### config.mk
export PLATFORM = sky130hd
export DESIGN_NAME = j_pulse_ctl
export DESIGN_NICKNAME = d
export VERILOG_FILES = /design/src/rtl/j_pulse_ctl.sv
export SDC_FILE = /design/constraint.sdc
export NUM_CORES = 1
export LEC_CHECK = 0
export BUFFER_PORTS_ARGS = -buffer_cell sky130_fd_sc_hd__buf_2
export CORE_ASPECT_RATIO = 0.5
export CORE_UTILIZATION = 50
export DETAILED_ROUTE_END_ITERATION = 12
export GPL_TIMING_DRIVEN = 0
export PLACE_DENSITY_LB_ADDON = 0.25
export SYNTH_ARGS = -nofsm -noshare
export SYNTH_HDL_FRONTEND = slang
export SYNTH_SLANG_ARGS = --single-unit
### constraint.sdc
create_clock -name clk -period 3.9 [get_ports clk]
set_clock_uncertainty 0.15 [all_clocks]
set_input_delay 0 -clock clk [delete_from_list [all_inputs] [get_ports clk]]
set_output_delay 0 -clock clk [all_outputs]
set_load 0.005 [all_outputs]
### src/rtl/j_pulse_ctl.sv
// rtl/j_pulse_ctl.sv - register-programmed controller for an external prescaled pulse generator
module j_pulse_ctl (
    input  logic        clk,
    input  logic        reset,
    input  logic        wr_en,
    input  logic [1:0]  wr_addr,
    input  logic [15:0] wr_data,
    input  logic [1:0]  rd_addr,
    output logic [15:0] rd_data,
    output logic [7:0]  pa,
    output logic [6:0]  pb,
    output logic        pstop,
    input  logic        pulse_in,
    output logic        irq
);

    typedef enum logic [1:0] {
        ST_IDLE = 2'd0,
        ST_LOAD = 2'd1,
        ST_RUN  = 2'd2
    } state_t;

    localparam logic [1:0] ADDR_CTRL   = 2'd0;
    localparam logic [1:0] ADDR_DIV    = 2'd1;
    localparam logic [1:0] ADDR_TARGET = 2'd2;
    localparam logic [1:0] ADDR_STATUS = 2'd3;

    state_t      state;
    state_t      state_next;

    logic        ctrl_enable;
    logic        ctrl_oneshot;
    logic        ctrl_irq_en;
    logic [7:0]  div_a;
    logic [6:0]  div_b;
    logic [15:0] target;
    logic [15:0] count;
    logic        pending;
    logic        reload_pend;

    logic        wr_ctrl;
    logic        wr_div;
    logic        wr_target;
    logic        wr_status;
    logic [15:0] target_last;
    logic        run_pulse;
    logic        terminal;
    logic        oneshot_stop;
    logic        user_stop;
    logic [1:0]  state_code;
    logic [15:0] status_word;

    // Write decode and run-time event qualifiers shared by the FSM and datapath
    always_comb begin
        wr_ctrl      = wr_en && (wr_addr == ADDR_CTRL);
        wr_div       = wr_en && (wr_addr == ADDR_DIV);
        wr_target    = wr_en && (wr_addr == ADDR_TARGET);
        wr_status    = wr_en && (wr_addr == ADDR_STATUS);
        // A target of zero behaves as one: every pulse is terminal
        target_last  = (target == 16'd0) ? 16'd0 : (target - 16'd1);
        run_pulse    = (state == ST_RUN) && pulse_in;
        terminal     = run_pulse && (count == target_last);
        oneshot_stop = terminal && ctrl_oneshot;
        // Software clearing enable while active aborts the sequence
        user_stop    = wr_ctrl && !wr_data[0] && (state != ST_IDLE);
    end

    // State register
    always_ff @(posedge clk) begin
        if (reset) begin
            state <= ST_IDLE;
        end else begin
            state <= state_next;
        end
    end

    // Next-state selection: abort, then oneshot completion, then deferred reload
    always_comb begin
        state_next = state;
        case (state)
            ST_IDLE: begin
                if (ctrl_enable) begin
                    state_next = ST_LOAD;
                end
            end
            ST_LOAD: begin
                if (user_stop) begin
                    state_next = ST_IDLE;
                end else begin
                    state_next = ST_RUN;
                end
            end
            ST_RUN: begin
                if (user_stop || oneshot_stop) begin
                    state_next = ST_IDLE;
                end else if (run_pulse && reload_pend) begin
                    state_next = ST_LOAD;
                end
            end
            default: begin
                state_next = ST_IDLE;
            end
        endcase
    end

    // Programmable registers; a CTRL write overrides the oneshot self-disable
    always_ff @(posedge clk) begin
        if (reset) begin
            ctrl_enable  <= 1'b0;
            ctrl_oneshot <= 1'b0;
            ctrl_irq_en  <= 1'b0;
            div_a        <= 8'd0;
            div_b        <= 7'd0;
            target       <= 16'd0;
        end else begin
            if (wr_ctrl) begin
                ctrl_enable  <= wr_data[0];
                ctrl_oneshot <= wr_data[1];
                ctrl_irq_en  <= wr_data[2];
            end else if (oneshot_stop) begin
                ctrl_enable <= 1'b0;
            end
            if (wr_div) begin
                div_a <= wr_data[7:0];
                div_b <= wr_data[14:8];
            end
            if (wr_target) begin
                target <= wr_data;
            end
        end
    end

    // Pulse counter: held at zero whenever idle, wraps at 16 bits otherwise
    always_ff @(posedge clk) begin
        if (reset) begin
            count <= 16'd0;
        end else if (state_next == ST_IDLE) begin
            count <= 16'd0;
        end else if (run_pulse) begin
            count <= terminal ? 16'd0 : (count + 16'd1);
        end
    end

    // Pending event flag: a terminal pulse beats a same-cycle W1C clear
    always_ff @(posedge clk) begin
        if (reset) begin
            pending <= 1'b0;
        end else if (terminal) begin
            pending <= 1'b1;
        end else if (wr_status && wr_data[0]) begin
            pending <= 1'b0;
        end
    end

    // Deferred divider reload: armed by a DIV write while running, consumed in LOAD
    always_ff @(posedge clk) begin
        if (reset) begin
            reload_pend <= 1'b0;
        end else if ((state == ST_LOAD) || (state_next == ST_IDLE)) begin
            reload_pend <= 1'b0;
        end else if (wr_div && (state == ST_RUN)) begin
            reload_pend <= 1'b1;
        end
    end

    // Generator divider outputs only change in LOAD so a period is never cut short
    always_ff @(posedge clk) begin
        if (reset) begin
            pa <= 8'd0;
            pb <= 7'd0;
        end else if (state == ST_LOAD) begin
            pa <= div_a;
            pb <= div_b;
        end
    end

    // Status word assembly
    always_comb begin
        state_code  = state;
        status_word = {count[11:0], reload_pend, state_code, pending};
    end

    // Registered read port
    always_ff @(posedge clk) begin
        if (reset) begin
            rd_data <= 16'd0;
        end else begin
            case (rd_addr)
                ADDR_CTRL:   rd_data <= {13'd0, ctrl_irq_en, ctrl_oneshot, ctrl_enable};
                ADDR_DIV:    rd_data <= {1'b0, div_b, div_a};
                ADDR_TARGET: rd_data <= target;
                default:     rd_data <= status_word;
            endcase
        end
    end

    // Generator hold and interrupt come straight from flops
    always_comb begin
        pstop = (state != ST_RUN);
        irq   = pending && ctrl_irq_en;
    end

endmodule

* Yosys cells after proc, flatten, opt, wreduce, memory -nomap -nowiden *
Cells that the tools add are included.

word-level totals
  flip-flop bits (word level) = 85
  bits of input ports = 24
  output and inout port bits = 33
  logic and storage cells = 62

cells by class
  add/subtract/negate cells = 2
  equality and inequality tests = 9
  mux-type cells = 12
  reduce and logical (&&, ||, !) cells = 26

operator list
  kind                                                                   number
  16-bit one-hot mux with 3 select lines                                 1
  16-bit 2-to-1 mux                                                      2
  16-bit by 1-bit adder with 16-bit output, second input constant        1
  16-bit equality test                                                   1
  16-bit logical NOT                                                     1
  16-bit by 1-bit subtractor with 16-bit output, second input constant   1
  1-bit logical AND                                                      13
  2-bit equality test, second input constant                             4
  2-bit logical NOT                                                      4
  2-bit 2-to-1 mux                                                       4
  2-bit by 1-bit equality test with 1-bit output, second input constant  3
  2-bit one-hot mux with 3 select lines                                  1
  2-bit nonzero test                                                     3
  1-bit 2-to-1 mux                                                       4
  2-bit OR reduction                                                     2
  1-bit logical OR                                                       2
  2-bit != test, second input constant                                   1
  1-bit logical NOT                                                      1

* Logic depth before layout (Yosys ltp) *
Gate-level depths: netlist of run 1.

  word-level depth = 11
  depth in mapped cells = 12
  mapped depth without buffers = 10

* Least setup slack after synthesis of run 1 *
Ideal clock, no wire load.

  kind = register -> register
  start point = reg target[0]
  end point = reg count[10]
  setup time = 0.115 ns
  arrival time = 2.565 ns
  required time = 3.635 ns
  slack = 1.071 ns
  stages on the path, launching flop included = 13
  path buffers = 2
  period minus slack after synthesis = 2.829 ns
  cells stage by stage = dfxtp_1 inv_1 ha_1 nor3b_4 nand4_1 xor2_1 or4b_1 o311a_1 a2111oi_4 nand2b_1 buf_4 buf_6 nor2_1

on the way
  cells in the longest elaborated chain, start to end = 10
  elaborated cells between the ends (all ways) = 12
  classes of those cells = 1 x add/sub; 1 x eq/ne; 4 x mux; 6 x reduce/logical

RTL lines
  item                                                                                        line  source
  start, declared                                                                             36    logic [15:0] target;
  start signal, assigned                                                                      128   target <= wr_data;
  16-bit by 1-bit subtractor with 16-bit output / 16-bit logical NOT (equally long branches)  60    target_last = (target == 16'd0) ? 16'd0 : (target - 16'd1);
  16-bit 2-to-1 mux *                                                                         60
  16-bit equality test *                                                                      62    terminal = run_pulse && (count == target_last);
  1-bit logical AND *                                                                         62
  1-bit logical AND                                                                           63    oneshot_stop = terminal && ctrl_oneshot;
  1-bit logical OR                                                                            94    if (user_stop || oneshot_stop) begin
  2-bit 2-to-1 mux                                                                            94
  2-bit one-hot mux with 3 select lines                                                       80    case (state)
  2-bit logical NOT                                                                           137   end else if (state_next == ST_IDLE) begin
  2-bit OR reduction (no line)                                                                -
  end signal, assigned                                                                        140   count <= terminal ? 16'd0 : (count + 16'd1);
  end, declared                                                                               37    logic [15:0] count;

Every way passes the cells marked *; elsewhere a longest branch is shown, timed or not.
A chain may end at the register's enable or synchronous reset.

* Final worst setup path of run 1 *
  start point = reg target[0]
  end point = reg count[15]

Same word-level chain as after synthesis.

==> impl_metrics.json, run 1 <==
{
  "wire_per_inst_um": 16.0,
  "clk_pin_slew_worst_paths_ns": 0.07,
  "core_area_um2": 8000,
  "p_leak_nw": 1.96,
  "die_y_um": 66.3,
  "min_to": "rd_data[15]$_SDFF_PP0_",
  "r2r_cells": 12,
  "regArea_um2": 1700,
  "max_cap_viol_count": 0,
  "drive_gt1_share_pct": 16.1,
  "numClockSinks": 85,
  "period_needed_ns": 3.29,
  "synthCells": 503,
  "synth-edff-count": 0,
  "drtIter0Drc": 327,
  "relSlewSlack_pct": 49.4,
  "rsz0062_at_grt": "false",
  "numCtsBuffers": 9,
  "r2r-start": "target[0]$_SDFFE_PP0P_",
  "cts_max_level": 3,
  "final_common_cell": "nand2_1",
  "multi_input_area_um2": 2260,
  "synth_largest_area_cell": "dfxtp_1",
  "required_ns": 3.98,
  "status": "finished clean",
  "ys_seq_area_share_pct": 41.1,
  "antenna_left": 0,
  "reg2reg_to": "count[15]$_SDFFE_PP0P_",
  "layout_common_cells": "nand2_1 (111), dfxtp_1 (85), a21oi_1 (57)",
  "insertion_delay_ns": 0.34,
  "cts_buffer_depth": 2,
  "fin_tns_setup_ns": 0,
  "peakVddDrop_v": 0.000224,
  "worstMarginPinSlew_ns": 0.757,
  "finalSetupViolations": 0,
  "gp_congestion": 0.915,
  "port_buffers": 53,
  "met2_length_um": 4910,
  "wirelength_um": 11300,
  "post_synth_num_cell_types": 56,
  "dp.cells": 668,
  "vias": 3886,
  "synth.area.top_cells": "dfxtp_1 (41%), nand2_1 (10%), a21oi_1 (6.9%)",
  "cts_tree": "built",
  "grt_pass1_vias": 3381,
  "synth_seq_cells": 85,
  "die_area_um2": 8670,
  "grt_usage_pct": 27.7,
  "overflow": 0,
  "period_share_pct": 84.2,
  "worstHoldStart": "rd_addr[1]",
  "start_util_pct": 51.7,
  "crit_arrival_ns": 3.37,
  "whs_ns": 0.0144,
  "finalPower_mw": 2.04,
  "ios": 57,
  "viasPerCell": 5.48,
  "rrSetupSlack_ns": 0.61,
  "whs_path_depth": 2,
  "hold_viol": 0,
  "syn_area_um2": 4140,
  "finalNonFillerCells": 709,
  "hp-class": "primary input to register",
  "wl_met3_um": 873,
  "power_density_nw_per_um2": 400,
  "cp_max_fo": 10,
  "antenna_cells": 0,
  "endpoint_kind": "register",
  "yosysWarnings": 0,
  "cts-root-buf": "clkbuf_16",
  "placementRows": 23,
  "synthArstFlopShare_pct": 0,
  "syn-num-nets": 529,
  "clock.fmax_mhz": 304,
  "met1Wirelength_um": 5370,
  "synth_flop_cell": "dfxtp_1",
  "grt_max_degree": 18,
  "synth_area_per_cell_um2": 8.23,
  "final_net_count": 618,
  "area_delta_synth_final_pct": 23.4,
  "drc": 0,
  "antenna_found_initial": 0,
  "cts_resized": 0,
  "dr.pass1.iters": 5,
  "startpoint_type": "register",
  "dpl.hpwl_um": 7990,
  "dr.max_layer_used": "met4",
  "grt_pass1_wl_um": 17800,
  "synth_top_area_share_pct": 41.1,
  "die_x_um": 131,
  "n_fill_cell": 710,
  "critPathKind": "register to register",
  "drv_slew": 0
}
[synthesized netlist by cell type, types with 3 or more instances]
library cell / number
nor4_4: 3
nand4_1: 10
nor2b_1: 10
mux2i_1: 5
clkbuf_1: 30
xnor2_1: 15
and2_1: 4
dfxtp_1: 85
nand3_1: 7
and3_1: 7
inv_1: 6
nand2b_1: 8
nor4_1: 3
nand2_1: 111
nand3b_1: 3
a22oi_1: 12
a21oi_1: 57
nor3b_1: 3
nor3_1: 4
mux2_2: 12
mux4_2: 3
o21ai_0: 3
xor2_1: 14
nor2_1: 47
buf_2: 3
[final cells by class]
cell class / instances / area share (%)
inverter: 6 / 0.441
clock buffer: 9 / 4.41
sequential: 85 / 33.3
buffer: 36 / 2.94
tap: 112 / 2.74
clock inverter: 7 / 1.74
timing repair buffer: 78 / 10.1
multi-input combinational: 376 / 44.3
[layer usage]
layer | vias up | track usage, %
met5 | - | 0
met4 | 0 | 6.03
met3 | 19 | 9.39
met2 | 142 | 42.1
met1 | 1826 | 37.9
li1 | 1899 | -
[worst max path at each step]
stage / from / endpoint / slack (ns) / depth (start not counted)
final: target[0]$_SDFFE_PP0P_ / count[15]$_SDFFE_PP0P_ / 0.61 / 12
after floorplan: target[0]$_SDFFE_PP0P_ / count[10]$_SDFFE_PP0P_ / 1.07 / 12
after CTS: target[0]$_SDFFE_PP0P_ / count[15]$_SDFFE_PP0P_ / 0.62 / 12
after detailed placement: target[0]$_SDFFE_PP0P_ / count[15]$_SDFFE_PP0P_ / 0.63 / 12
after global routing: target[0]$_SDFFE_PP0P_ / count[13]$_SDFFE_PP0P_ / 0.38 / 12
after global placement: target[0]$_SDFFE_PP0P_ / count[15]$_SDFFE_PP0P_ / 0.69 / 12
[worst max-delay path, stage by stage, from the launching register on]
cell       delay [ns]
dfxtp_1          0.37
inv_1            0.08
ha_1             0.19
nor3b_4          0.40
nand4_1          0.21
xor2_1           0.20
or4b_1           0.48
o311a_1          0.15
a2111oi_4        0.43
nand2b_1         0.16
buf_4            0.15
buf_6            0.14
nor2_1           0.05
[timing repair]
item / CTS / global route
hold buffers: 25 / 0
endpoints found under the hold margin: 39 / 0
setup buffers: 0 / 0
[cell families (layout without fill, tap and decap cells)]
kind of cell	Yosys count	after routing	synth area share (%)
XOR/XNOR	30	30	6.68
AND/OR/NAND/NOR	233	233	27.6
multiplexers	20	20	6.11
adder cells (fa/ha/maj)	2	2	0.605
flip-flops	85	85	41.1
AO/OA/AOI/OAI	91	91	13.7
buffers and inverters	42	136	4.17
[where the power goes]
| part | total [mW] | switching (mW) | internal [mW] |
|---|---|---|---|
| registers | 0.896 | 0.0140 | 0.882 |
| clock network | 0.903 | 0.390 | 0.513 |
| logic | 0.242 | 0.139 | 0.102 |
| total | 2.04 | 0.543 | 1.50 |
[state kept, by name, indices dropped and copies added (netlist names)]
signal and flops:
state 2, pb 7, ctrl_enable 1, ctrl_irq_en 1
count 16, pa 8, pending 1, rd_data 16
ctrl_oneshot 1, div_a 8, target 16, reload_pend 1
div_b 7
[through the flow]
stage,area (um2),setup WS [ns],util (%)
after floorplan,4140,1.07,-
after global placement,4540,0.691,56.8
after detailed placement,4540,0.633,56.8
after CTS,5110,0.618,63.8
after global routing,5110,0.380,63.8
final,5110,0.614,63.8
No activity file was read; power rests on OpenSTA's default activity.
==> run 2, diff against run 1 <==
- clock period: 3.9 -> 2.9 ns (I/O delays scaled with it)
==> impl_metrics.json, run 2 (synthesized netlist as in run 1, its figures left out) <==
{
  "peakVddDrop_v": 0.000306,
  "die_x_um": 131,
  "antenna_found_initial": 0,
  "insertion_delay_ns": 0.35,
  "fin_area_um2": 5380,
  "wire_per_inst_um": 16.3,
  "die_y_um": 66.3,
  "cts_tree": "built",
  "cts_buffer_depth": 2,
  "grt_max_degree": 18,
  "final_common_cell": "nand2_1",
  "viasPerCell": 5.63,
  "start_util_pct": 51.7,
  "antenna_left": 0,
  "hp-class": "primary input to register",
  "placementRows": 23,
  "core_area_um2": 8000,
  "dr.pass1.iters": 7,
  "final_core_util_pct": 67.2,
  "numCtsBuffers": 9,
  "grt_usage_pct": 28.6,
  "endpoint_kind": "register",
  "whs_ns": 0.000913,
  "path_cells": "inv_2 -> ha_4 -> nor3b_4 -> nand4_1 -> xor2_1 -> or4b_1 -> o311a_1 -> a2111oi_4 -> nand2b_4 -> buf_6 -> nor2_1",
  "drive_gt1_share_pct": 22.8,
  "max_cap_viol_count": 0,
  "rsz0062_at_grt": "true",
  "wirelength_um": 11900,
  "status": "finished clean",
  "port_buffers": 53,
  "die_area_um2": 8670,
  "grt_pass1_wl_um": 18300,
  "critPathKind": "register to register",
  "startpoint_type": "register",
  "clock.fmax_mhz": 350,
  "relSlewSlack_pct": 47.8,
  "antenna_cells": 0,
  "hold_viol": 0,
  "period_share_pct": 98.5,
  "required_ns": 2.98,
  "placed_area_um2": 4540,
  "gp_congestion": 0.915,
  "crit_arrival_ns": 2.94,
  "vias": 4081,
  "cts_max_level": 3,
  "period_needed_ns": 2.86,
  "overflow": 0,
  "clk_pin_slew_worst_paths_ns": 0.07,
  "power_density_nw_per_um2": 524,
  "drtIter0Drc": 370,
  "final_net_count": 634,
  "drv_slew": 0,
  "area_delta_synth_final_pct": 29.9,
  "crit_slowest_cell": "or4b_1",
  "worstMarginPinSlew_ns": 0.781,
  "top_regs": "count: 16 flops, rd_data: 16 flops, target: 16 flops",
  "finalSetupViolations": 0,
  "cp_max_fo": 8,
  "numClockSinks": 85,
  "grt_pass1_vias": 3528,
  "p_leak_nw": 2.10,
  "drc": 0,
  "cts-root-buf": "clkbuf_16",
  "dpl.hpwl_um": 7990,
  "ios": 57,
  "cpPeakStageDelay_ns": 0.48,
  "layout_common_cells": "nand2_1 (111), dfxtp_1 (78), a21oi_1 (57)"
}
-- run 2: per-stage QoR --
step	total power, mW	cells	TNS [ns]	setup WS, ns
floorplan	1.44	503	0	0.0707
CTS	2.78	723	0	0.00547
global route	2.90	725	-0.874	-0.0725
global placement	1.52	668	-4.79	-0.309
detailed placement	1.52	668	-5.80	-0.367
finish	2.82	725	0	0.0446
-- run 2: area by class of cell --
type,count,area [um2]
Buffer,30,123
Clock buffer,9,225
Clock inverter,7,88.8
Fill cell,659,2620
Inverter,6,22.5
Multi-Input combinational cell,376,2370
Sequential cell,85,1720
Tap cell,112,140
Timing Repair Buffer,100,692
-- run 2: final timing paths --
check / startpoint / end / cells after the start / slack, ns
worst max-delay path: target[1]$_SDFFE_PP0P_ / count[15]$_SDFFE_PP0P_ / 11 / 0.04
worst max register to register: target[1]$_SDFFE_PP0P_ / count[15]$_SDFFE_PP0P_ / 11 / 0.04
worst min-delay path: rd_addr[1] / rd_data[15]$_SDFF_PP0_ / 2 / 0.0009
worst min register to register: pb[4]$_SDFFE_PP0N_ / pb[4]$_SDFFE_PP0N_ / 2 / 0.31
-- run 2: critical path, delay by kind of cell, from the launching register on --
family / cells / cell delay (ns)
AOI/OAI and AO/OA: 2 / 0.44
buffers and inverters: 2 / 0.20
adders and majority gates: 1 / 0.13
DFF: 1 / 0.36
and+or+nand+nor: 5 / 1.26
xor gates and xnor gates: 1 / 0.19
-- run 2: metal layers --
| layer | GRT usage, % | share of wire, % | vias up |
|---|---|---|---|
| met5 | 0 | 0 | - |
| met1 | 38.2 | 46 | 1956 |
| li1 | - | - | 1946 |
| met2 | 44.2 | 45 | 154 |
| met3 | 9.39 | 7.7 | 25 |
| met4 | 7.61 | 1.7 | 0 |
-- run 2: power by group --
| part | internal [mW] | leakage [nW] | switching (mW) |
|---|---|---|---|
| logic | 0.181 | 1.25 | 0.202 |
| clock network | 0.690 | 0.152 | 0.530 |
| registers | 1.19 | 0.691 | 0.0256 |
-- run 2: repair_timing --
action                     4_1_cts  5_1_grt
pin swaps                        7       13
setup endpoints to repair       21       20
buffers inserted                15        6
hold buffers                    25        0
hold endpoints to repair        39        0
cloned                           1        0
resized for setup               12       22
==> run 3, diff against run 2 <==
--- a/config.mk
+++ b/config.mk
@@ -9,4 +9,5 @@
 export CORE_ASPECT_RATIO = 0.5
 export CORE_UTILIZATION = 50
+export CTS_CLUSTER_DIAMETER = 80
 export DETAILED_ROUTE_END_ITERATION = 12
 export GPL_TIMING_DRIVEN = 0
==> constraint.sdc (replaced) <==
create_clock -name clk -period 2.9 [get_ports clk]
set_clock_uncertainty 0.15 [all_clocks]
set_input_delay 0.29 -clock clk [delete_from_list [all_inputs] [get_ports clk]]
set_output_delay 0.29 -clock clk [all_outputs]
set_load 0.005 [all_outputs]
==> impl_metrics.json, run 3 (synthesized netlist as in run 1, its figures left out) <==
{
  "status": "finished clean",
  "die_area_um2": 8670,
  "relSlewSlack_pct": 48.7,
  "power_density_nw_per_um2": 543,
  "overflow": 0,
  "antenna_cells": 0,
  "period_share_pct": 98.5,
  "grt_pass1_wl_um": 17500,
  "cts-root-buf": "clkbuf_16",
  "crit_slowest_cell": "or4b_1",
  "wirelength_um": 11200,
  "required_ns": 2.98,
  "numClockSinks": 85,
  "drv_slew": 0,
  "rrSetupSlack_ns": 0.04,
  "vias": 3865,
  "p_leak_nw": 1.99,
  "hold_viol": 0,
  "numCtsBuffers": 9,
  "critPathKind": "register to register",
  "worstMarginPinSlew_ns": 0.768,
  "final_common_cell": "nand2_1",
  "dr.pass1.iters": 7,
  "clock.fmax_mhz": 350,
  "cpPeakStageDelay_ns": 0.48,
  "finalPower_mw": 2.78,
  "antenna_left": 0,
  "peakVddDrop_v": 0.000302,
  "wire_per_inst_um": 16.0,
  "cp_max_fo": 8,
  "clk_pin_slew_worst_paths_ns": 0.07,
  "whs_ns": 0.0312,
  "max_cap_viol_count": 0,
  "viasPerCell": 5.53,
  "antenna_found_initial": 0,
  "path_cells": "inv_2 -> ha_4 -> nor3b_4 -> nand4_1 -> xor2_1 -> or4b_1 -> o311a_1 -> a2111oi_4 -> nand2b_4 -> buf_6 -> nor2_1",
  "die_x_um": 131,
  "insertion_delay_ns": 0.34,
  "gp_congestion": 0.915,
  "critPathTopFamily": "simple AND/OR/NAND/NOR gates",
  "grt_usage_pct": 27.4,
  "grt_pass1_vias": 3349,
  "hp-class": "primary input to register",
  "placementRows": 23,
  "start_util_pct": 51.7,
  "drive_gt1_share_pct": 23.9,
  "period_needed_ns": 2.86,
  "die_y_um": 66.3,
  "drtIter0Drc": 308,
  "core_area_um2": 8000,
  "rsz0062_at_grt": "true",
  "dpl.hpwl_um": 7990,
  "n_fill_cell": 702,
  "finalSetupViolations": 0,
  "drc": 0,
  "grt_max_degree": 18,
  "ctsHoldBuffers": 0,
  "critPathBufInv": 2,
  "cts_max_level": 3,
  "area_delta_synth_final_pct": 23.8,
  "crit_arrival_ns": 2.93,
  "port_buffers": 53,
  "cts_tree": "built",
  "endpoint_kind": "register",
  "startpoint_type": "register",
  "ios": 57,
  "top_regs": "count: 16 flops, rd_data: 16 flops, target: 16 flops",
  "layout_common_cells": "nand2_1 (111), dfxtp_1 (78), a21oi_1 (57)",
  "final_net_count": 608,
  "cts_buffer_depth": 2
}
## run 3: cell count changes in the layout (fill, tap and decap cells not counted), sizes merged
cell | before | now
buf | 79 | 78
dlygate4sd3 | 25 | 0
## run 3: per-stage QoR
step	instance area, um2	TNS (ns)	setup slack, ns	util [%]	instances
2_1_floorplan	4140	0	0.0707	-	503
5_1_grt	5120	-0.819	-0.0703	64.0	699
3_3_place_gp	4540	-4.79	-0.309	56.8	668
6_report	5120	0	0.0444	64.0	699
4_1_cts	5010	0	0.00547	62.7	698
3_5_place_dp	4540	-5.80	-0.367	56.8	668
## run 3: final cells by class
cell class	count	area [um2]	area share (%)
Tap cell	112	140	2.74
Sequential cell	85	1720	33.5
Clock inverter	7	88.8	1.73
Inverter	6	22.5	0.440
Multi-Input combinational cell	376	2370	46.3
Clock buffer	9	225	4.40
Timing Repair Buffer	74	434	8.48
Buffer	30	123	2.39
## run 3: where the power goes
group	switching [mW]	total, mW	internal, mW
sequential	0.0256	1.21	1.19
clock	0.525	1.21	0.690
combinational	0.194	0.354	0.159
## run 3: what timing repair did
item / CTS / global route
resized for setup: 12 / 23
setup buffers: 15 / 5
endpoints found under the setup margin: 21 / 20
pin swaps: 7 / 13
cloned: 1 / 0
## run 3: worst paths after layout
check / from / end / cells past startpoint
worst min-delay path: wr_data[15] / target[15]$_SDFFE_PP0P_ / 3
worst min register to register: pb[4]$_SDFFE_PP0N_ / pb[4]$_SDFFE_PP0N_ / 2
worst max-delay path: target[1]$_SDFFE_PP0P_ / count[15]$_SDFFE_PP0P_ / 11
worst max register to register: target[1]$_SDFFE_PP0P_ / count[15]$_SDFFE_PP0P_ / 11
## run 3: worst register-to-register path, delay by kind of cell (launching register included)
family / cells / cell delay, ns
adders and majority gates: 1 / 0.13
and+or+nand+nor: 5 / 1.27
DFF: 1 / 0.37
buffers and inverters: 2 / 0.21
xor gates and xnor gates: 1 / 0.19
AOI/OAI and AO/OA: 2 / 0.44
## run 3: per-layer routing
metal	wire length, um	part of all wire, %	track usage, %	vias to the layer above
met5	0	0	0	-
met4	112	1.0	6.61	0
met3	822	7.3	8.82	12
met2	4900	44	41.1	132
met1	5390	48	37.8	1836
li1	-	-	-	1885
